[src/rtl/data_memory_lsu.sv]
// data_memory_lsu: RV32I data memory with byte-lane stores, extended loads, fault detection and post-reset clear
module data_memory_lsu #(
    parameter int DEPTH_WORDS = 64,
    parameter int AW = 6
) (
    input  logic        clk,
    input  logic        rst,
    input  logic        req,
    input  logic        WE,
    input  logic [2:0]  funct3,
    input  logic [31:0] A,
    input  logic [31:0] WD,
    output logic        ready,
    output logic        resp_valid,
    output logic [31:0] RD,
    output logic        fault
);
    typedef enum logic {CLEAR, READY} state_t;
    state_t state, state_n;
    logic [AW-1:0] idx;
    logic [31:0] mem [DEPTH_WORDS];
    logic acc, flt, bad_f3, mis, oor, wr;
    logic [AW-1:0] widx;
    logic [3:0] be;
    logic [31:0] wd_rep, rword, sh, ld;

    // leave CLEAR once the last word has been zeroed; accept requests only in READY
    always_comb begin
        state_n = (state == CLEAR && idx == AW'(DEPTH_WORDS - 1)) ? READY : state;
        ready = state == READY;
    end

    // decode the access: legality, byte lanes, replicated store data and extended load data
    always_comb begin
        acc = req && ready;
        bad_f3 = funct3 == 3'b011 || funct3[2:1] == 2'b11 || (WE && funct3[2]);
        mis = (funct3[1:0] == 2'b01 && A[0]) || (funct3[1:0] == 2'b10 && A[1:0] != 2'b00);
        oor = (A >> (AW + 2)) != 32'd0;
        flt = bad_f3 || mis || oor;
        wr = acc && WE && !flt;
        widx = A[AW+1:2];
        be = funct3[1:0] == 2'b00 ? 4'b0001 << A[1:0] :
             funct3[1:0] == 2'b01 ? (A[1] ? 4'b1100 : 4'b0011) : 4'b1111;
        wd_rep = funct3[1:0] == 2'b00 ? {4{WD[7:0]}} :
                 funct3[1:0] == 2'b01 ? {2{WD[15:0]}} : WD;
        rword = mem[widx];
        sh = rword >> {A[1:0], 3'b000};
        ld = funct3 == 3'b000 ? {{24{sh[7]}}, sh[7:0]} :
             funct3 == 3'b100 ? {24'b0, sh[7:0]} :
             funct3 == 3'b001 ? {{16{sh[15]}}, sh[15:0]} :
             funct3 == 3'b101 ? {16'b0, sh[15:0]} : rword;
    end

    // zero one word per cycle while clearing, otherwise apply masked stores
    always_ff @(posedge clk) begin
        if (state == CLEAR) mem[idx] <= '0;
        else if (wr)
            for (int b = 0; b < 4; b++)
                if (be[b]) mem[widx][8*b +: 8] <= wd_rep[8*b +: 8];
    end

    // FSM state and clear index
    always_ff @(posedge clk or posedge rst) begin
        if (rst) begin
            state <= CLEAR;
            idx <= '0;
        end else begin
            state <= state_n;
            if (state == CLEAR) idx <= idx + AW'(1);
        end
    end

    // registered response pulse; RD is zero unless a legal load completes
    always_ff @(posedge clk or posedge rst) begin
        if (rst) begin
            resp_valid <= 1'b0;
            fault <= 1'b0;
            RD <= '0;
        end else begin
            resp_valid <= acc;
            fault <= acc && flt;
            RD <= (acc && !WE && !flt) ? ld : '0;
        end
    end
endmodule
[config.mk]
export PLATFORM = sky130hd
export DESIGN_NAME = data_memory_lsu
export DESIGN_NICKNAME = d
export VERILOG_FILES = /design/src/rtl/data_memory_lsu.sv
export SDC_FILE = /design/constraint.sdc
export NUM_CORES = 2
export LEC_CHECK = 0
export ABC_AREA = 1
export BUFFER_PORTS_ARGS = -buffer_cell sky130_fd_sc_hd__buf_2
export CAP_MARGIN = 20
export CORE_MARGIN = 8
export CORE_UTILIZATION = 45
export CTS_CLUSTER_DIAMETER = 200
export DETAILED_ROUTE_END_ITERATION = 8
export GPL_ROUTABILITY_DRIVEN = 0
export PLACE_DENSITY = 0.57
export SETUP_SLACK_MARGIN = 0.3
export SLEW_MARGIN = 40
export SYNTH_ARGS = -nofsm -noshare
export SYNTH_HDL_FRONTEND = slang
export SYNTH_SLANG_ARGS = --single-unit
export TNS_END_PERCENT = 10
[constraint.sdc]
create_clock -name clk -period 5.7 [get_ports clk]
set_input_delay 0.855 -clock clk [delete_from_list [all_inputs] [get_ports clk]]
set_output_delay 0.855 -clock clk [all_outputs]
set_load 0.1 [all_outputs]
==> parameters.txt <==
Parameter                              Value

Clocking
  Largest buffer count on any clock path ... 3
  Number of buffers added to fix hold violations after cts ... 0
  Number of buffers created by CTS ... 207
  Clock transition time at the flip-flop clock pins of the worst setup and hold paths ... 0.06 ns
  Clock root buffer ... sky130_fd_sc_hd__clkbuf_16
  Total number of H-tree levels ... 4
  Post-CTS resize count ... 0
  Sink Count ... ~2100
  Buffers inserted during post-CTS setup optimization ... 0
  Clock tree from TritonCTS ... built
  Clock latency at the later pin of the worst-skew pair ... roughly 0.84 ns

Drt
  Wire length per cell after detailed routing ... 26.66 um
  Routed vias ... 57840
  Antenna-violating nets left ... 0
  Iteration-0 DRC count of the detailed router ... roughly 7500
  Pre-antenna DRT Iters ... 6
  DRC ... 0
  Post-detailed-route via-to-cell ratio ... approximately 5.8
  Final WL ... 266300 um

Final layout
  Final instance area ... around 0.097 mm2
  Layout Area Growth over Synthesis ... 12.97%
  Fillers ... 16520
  Fraction of final layout cells with drive strength greater than 1 ... roughly a tenth
  Net count reported at finish ... roughly 7400

Timing
  Setup skew after layout ... 0.02643 ns
  Setup repair after global routing missed its margin ... no
  Period utilization ... between 70% and 80%
  Sum Neg Setup Slack ... 0 ns
  Transition time at the pin with the least slew margin ... 0.9583 ns
  # setup viols final ... 0
  Final number of max-transition violations ... 0
  Highest attainable clock frequency ... around 240 MHz
  Final number of hold-violating endpoints ... 0
  Period minus WS final ... 4.140 ns
  Relative max-transition margin ... between 30 and 40%

Flow run
  MaxCap Viol Count ... 0

Logic synthesis
  Synth top cells by count ... sky130_fd_sc_hd__edfxtp_1, sky130_fd_sc_hd__nand2_1, sky130_fd_sc_hd__nand3_1
  Syn_nets ... 7273
  Most used flip-flop cell after synthesis ... sky130_fd_sc_hd__edfxtp_1
  Average cell area after synthesis ... between 10 and 15 um2
  Number of synthesized flops with an enable pin ... 2048
  Area leader, netlist ... sky130_fd_sc_hd__edfxtp_1
  Distinct cell type count after synthesis ... 40
  Count of synthesis-stage warnings from yosys ... 0
  Most numerous cell in the Yosys netlist ... sky130_fd_sc_hd__edfxtp_1
  Mapped Cells ... 7201
  Portion of synthesized cell area occupied by the leading cell type ... a little under three quarters
  Register bit count reported by yosys ... around 2100
  Post-synth design cell area ... roughly 0.085 mm2
  Cell types with the largest area share after synthesis ... sky130_fd_sc_hd__edfxtp_1, sky130_fd_sc_hd__nand3_1, sky130_fd_sc_hd__nand2_1, sky130_fd_sc_hd__nor2_1, sky130_fd_sc_hd__o21ai_0
  Part of the Yosys area used for sequential elements ... between 70% and 80%
  Share of flip-flops with an asynchronous set or reset ... 1.963%

Floorplan
  Floorplan die area ... ~0.2 mm2
  I/O pin count ... approximately 110
  Die width ... between 400 and 500 um
  Starting density of the core ... around 45%
  Height of the die ... 451.9 um
  Core Area ... 0.1894 mm2
  Standard-cell row count ... 160

Global route
  Number of antenna violations at the first check in global routing ... 8
  Total Routing Usage GR ... roughly a quarter
  Vias in the first global route ... about 55000
  Pin count of the biggest net entering global routing ... ~170
  Global-route congestion overflow total ... 0
  Global-route wire length before repair ... roughly 390000 um

Worst setup path
  Worst Path Required ... roughly 6.2 ns
  R2R cell count ... 12
  Data arrival time of the critical path ... approximately 4.7 ns
  Critical Path Fanout Max ... 13
  Classification of the worst setup path ... flop to flop
  CP Launch Type ... flop
  Critical path capture point type ... flop

Pwr
  Maximum vdd ir drop ... around 0.00035 V
  Power Density ... around 330 mW/mm2
  Static Leakage ... around 33 nW

Place
  Hpwl dp ... ~160000 um
  Number of buffer cells added on primary ports ... 105
  Total cell area at the placement stage ... around 0.09 mm2

Status
  Result of the run ... complete, no violations

Hold path
  Worst hold path class ... primary input to async pin
## worst max-delay path: stages (launching register included)
cell                      delay (ns)
sky130_fd_sc_hd__dfrtp_1        0.68
sky130_fd_sc_hd__nand2_1        0.16
sky130_fd_sc_hd__inv_2          0.11
sky130_fd_sc_hd__nand4_1        0.16
sky130_fd_sc_hd__buf_4          0.25
sky130_fd_sc_hd__nand2_1        0.08
sky130_fd_sc_hd__o21ai_1        0.09
sky130_fd_sc_hd__inv_1          0.11
sky130_fd_sc_hd__nand2_1        0.11
sky130_fd_sc_hd__nor2_2         0.33
sky130_fd_sc_hd__nand2_1        0.63
sky130_fd_sc_hd__nor2_1         0.80
sky130_fd_sc_hd__buf_4          0.31
## metal layers
layer	GRT usage, %	routed length [um]
met3	5.765	23450
met4	10.77	12210
met1	34.99	108700
met5	0	36
met2	39.17	121900
## area by class of cell
type                       count  area, um2  area share, %
sequential                  2089      62530          64.73
antenna                        5      12.51        0.01295
tap                         2511       3142          3.253
inverter                      54      257.7         0.2669
multi-input combinational   4570      20780          21.52
clock inverter               127       1012          1.048
clock buffer                 259       5522          5.717
timing repair buffer         376       3332          3.450
## cells in the final DEF, fill, tap and decap left out, types with 41 or more instances in the layout
cell	n
sky130_fd_sc_hd__edfxtp_1	2048
sky130_fd_sc_hd__nand2_1	1792
sky130_fd_sc_hd__nand3_1	1588
sky130_fd_sc_hd__nor2_1	584
sky130_fd_sc_hd__o21ai_0	295
sky130_fd_sc_hd__buf_4	214
sky130_fd_sc_hd__clkbuf_16	212
sky130_fd_sc_hd__buf_2	100
sky130_fd_sc_hd__o22ai_1	97
sky130_fd_sc_hd__clkinv_1	59
sky130_fd_sc_hd__buf_12	57
sky130_fd_sc_hd__a21oi_1	46
sky130_fd_sc_hd__clkbuf_1	43
sky130_fd_sc_hd__dfrtp_1	41
## final timing paths
kind	to	startpoint	slack (ns)
hold / removal	RD[15]$_DFF_PP0_	rst	0.17
max in group asynchronous	RD[4]$_DFF_PP0_	rst	5.12
min in group clk	resp_valid$_DFF_PP0_	req	0.28
setup reg to reg	mem[2][6]$_DFFE_PP_	ready$_DFFE_PP0P_	1.56
setup / recovery	mem[2][6]$_DFFE_PP_	ready$_DFFE_PP0P_	1.56
hold reg to reg	idx[3]$_DFFE_PP0N_	idx[3]$_DFFE_PP0N_	0.56
## metrics by stage
stage	instances	hold slack, ns	power (mW)	util (%)	setup slack (ns)
after detailed placement	9600	0.5377	18.62	47.54	1.190
final	9991	0.1706	31.62	51.00	1.560
after global routing	9986	0.1847	32.44	51.00	1.553
after CTS	9986	0.1255	31.73	50.99	1.767
after global placement	9598	0.5285	18.61	47.50	0.8247
after floorplan	7201	0.4840	18.00	-	0.4545
## power breakdown
group          internal [mW]  leakage [nW]  total (mW)  switching, mW
clock                   7.44          3.19        13.3           5.86
sequential              16.6          14.8        16.6              0
combinational          0.466          14.7        1.72           1.26
## state kept, by name, summed over array words and instances (netlist names)
register / cells
resp_valid: 1
fault: 1
mem: 2048
ready: 1
idx: 6
RD: 32
## cell families (layout without fill, tap and decap cells)
family | after synthesis | in the layout | share of synthesized area [%]
simple gates | 4055 | 4055 | 20.48
flops | 2089 | 2089 | 73.13
buf+inv | 542 | 816 | 2.972
compound gates | 509 | 509 | 3.348
xor+xnor | 5 | 5 | 0.05122
fa+ha+maj | 1 | 1 | 0.01463
other cells | 0 | 5 | 0
Note: power is estimated with default switching activity, not from simulation.
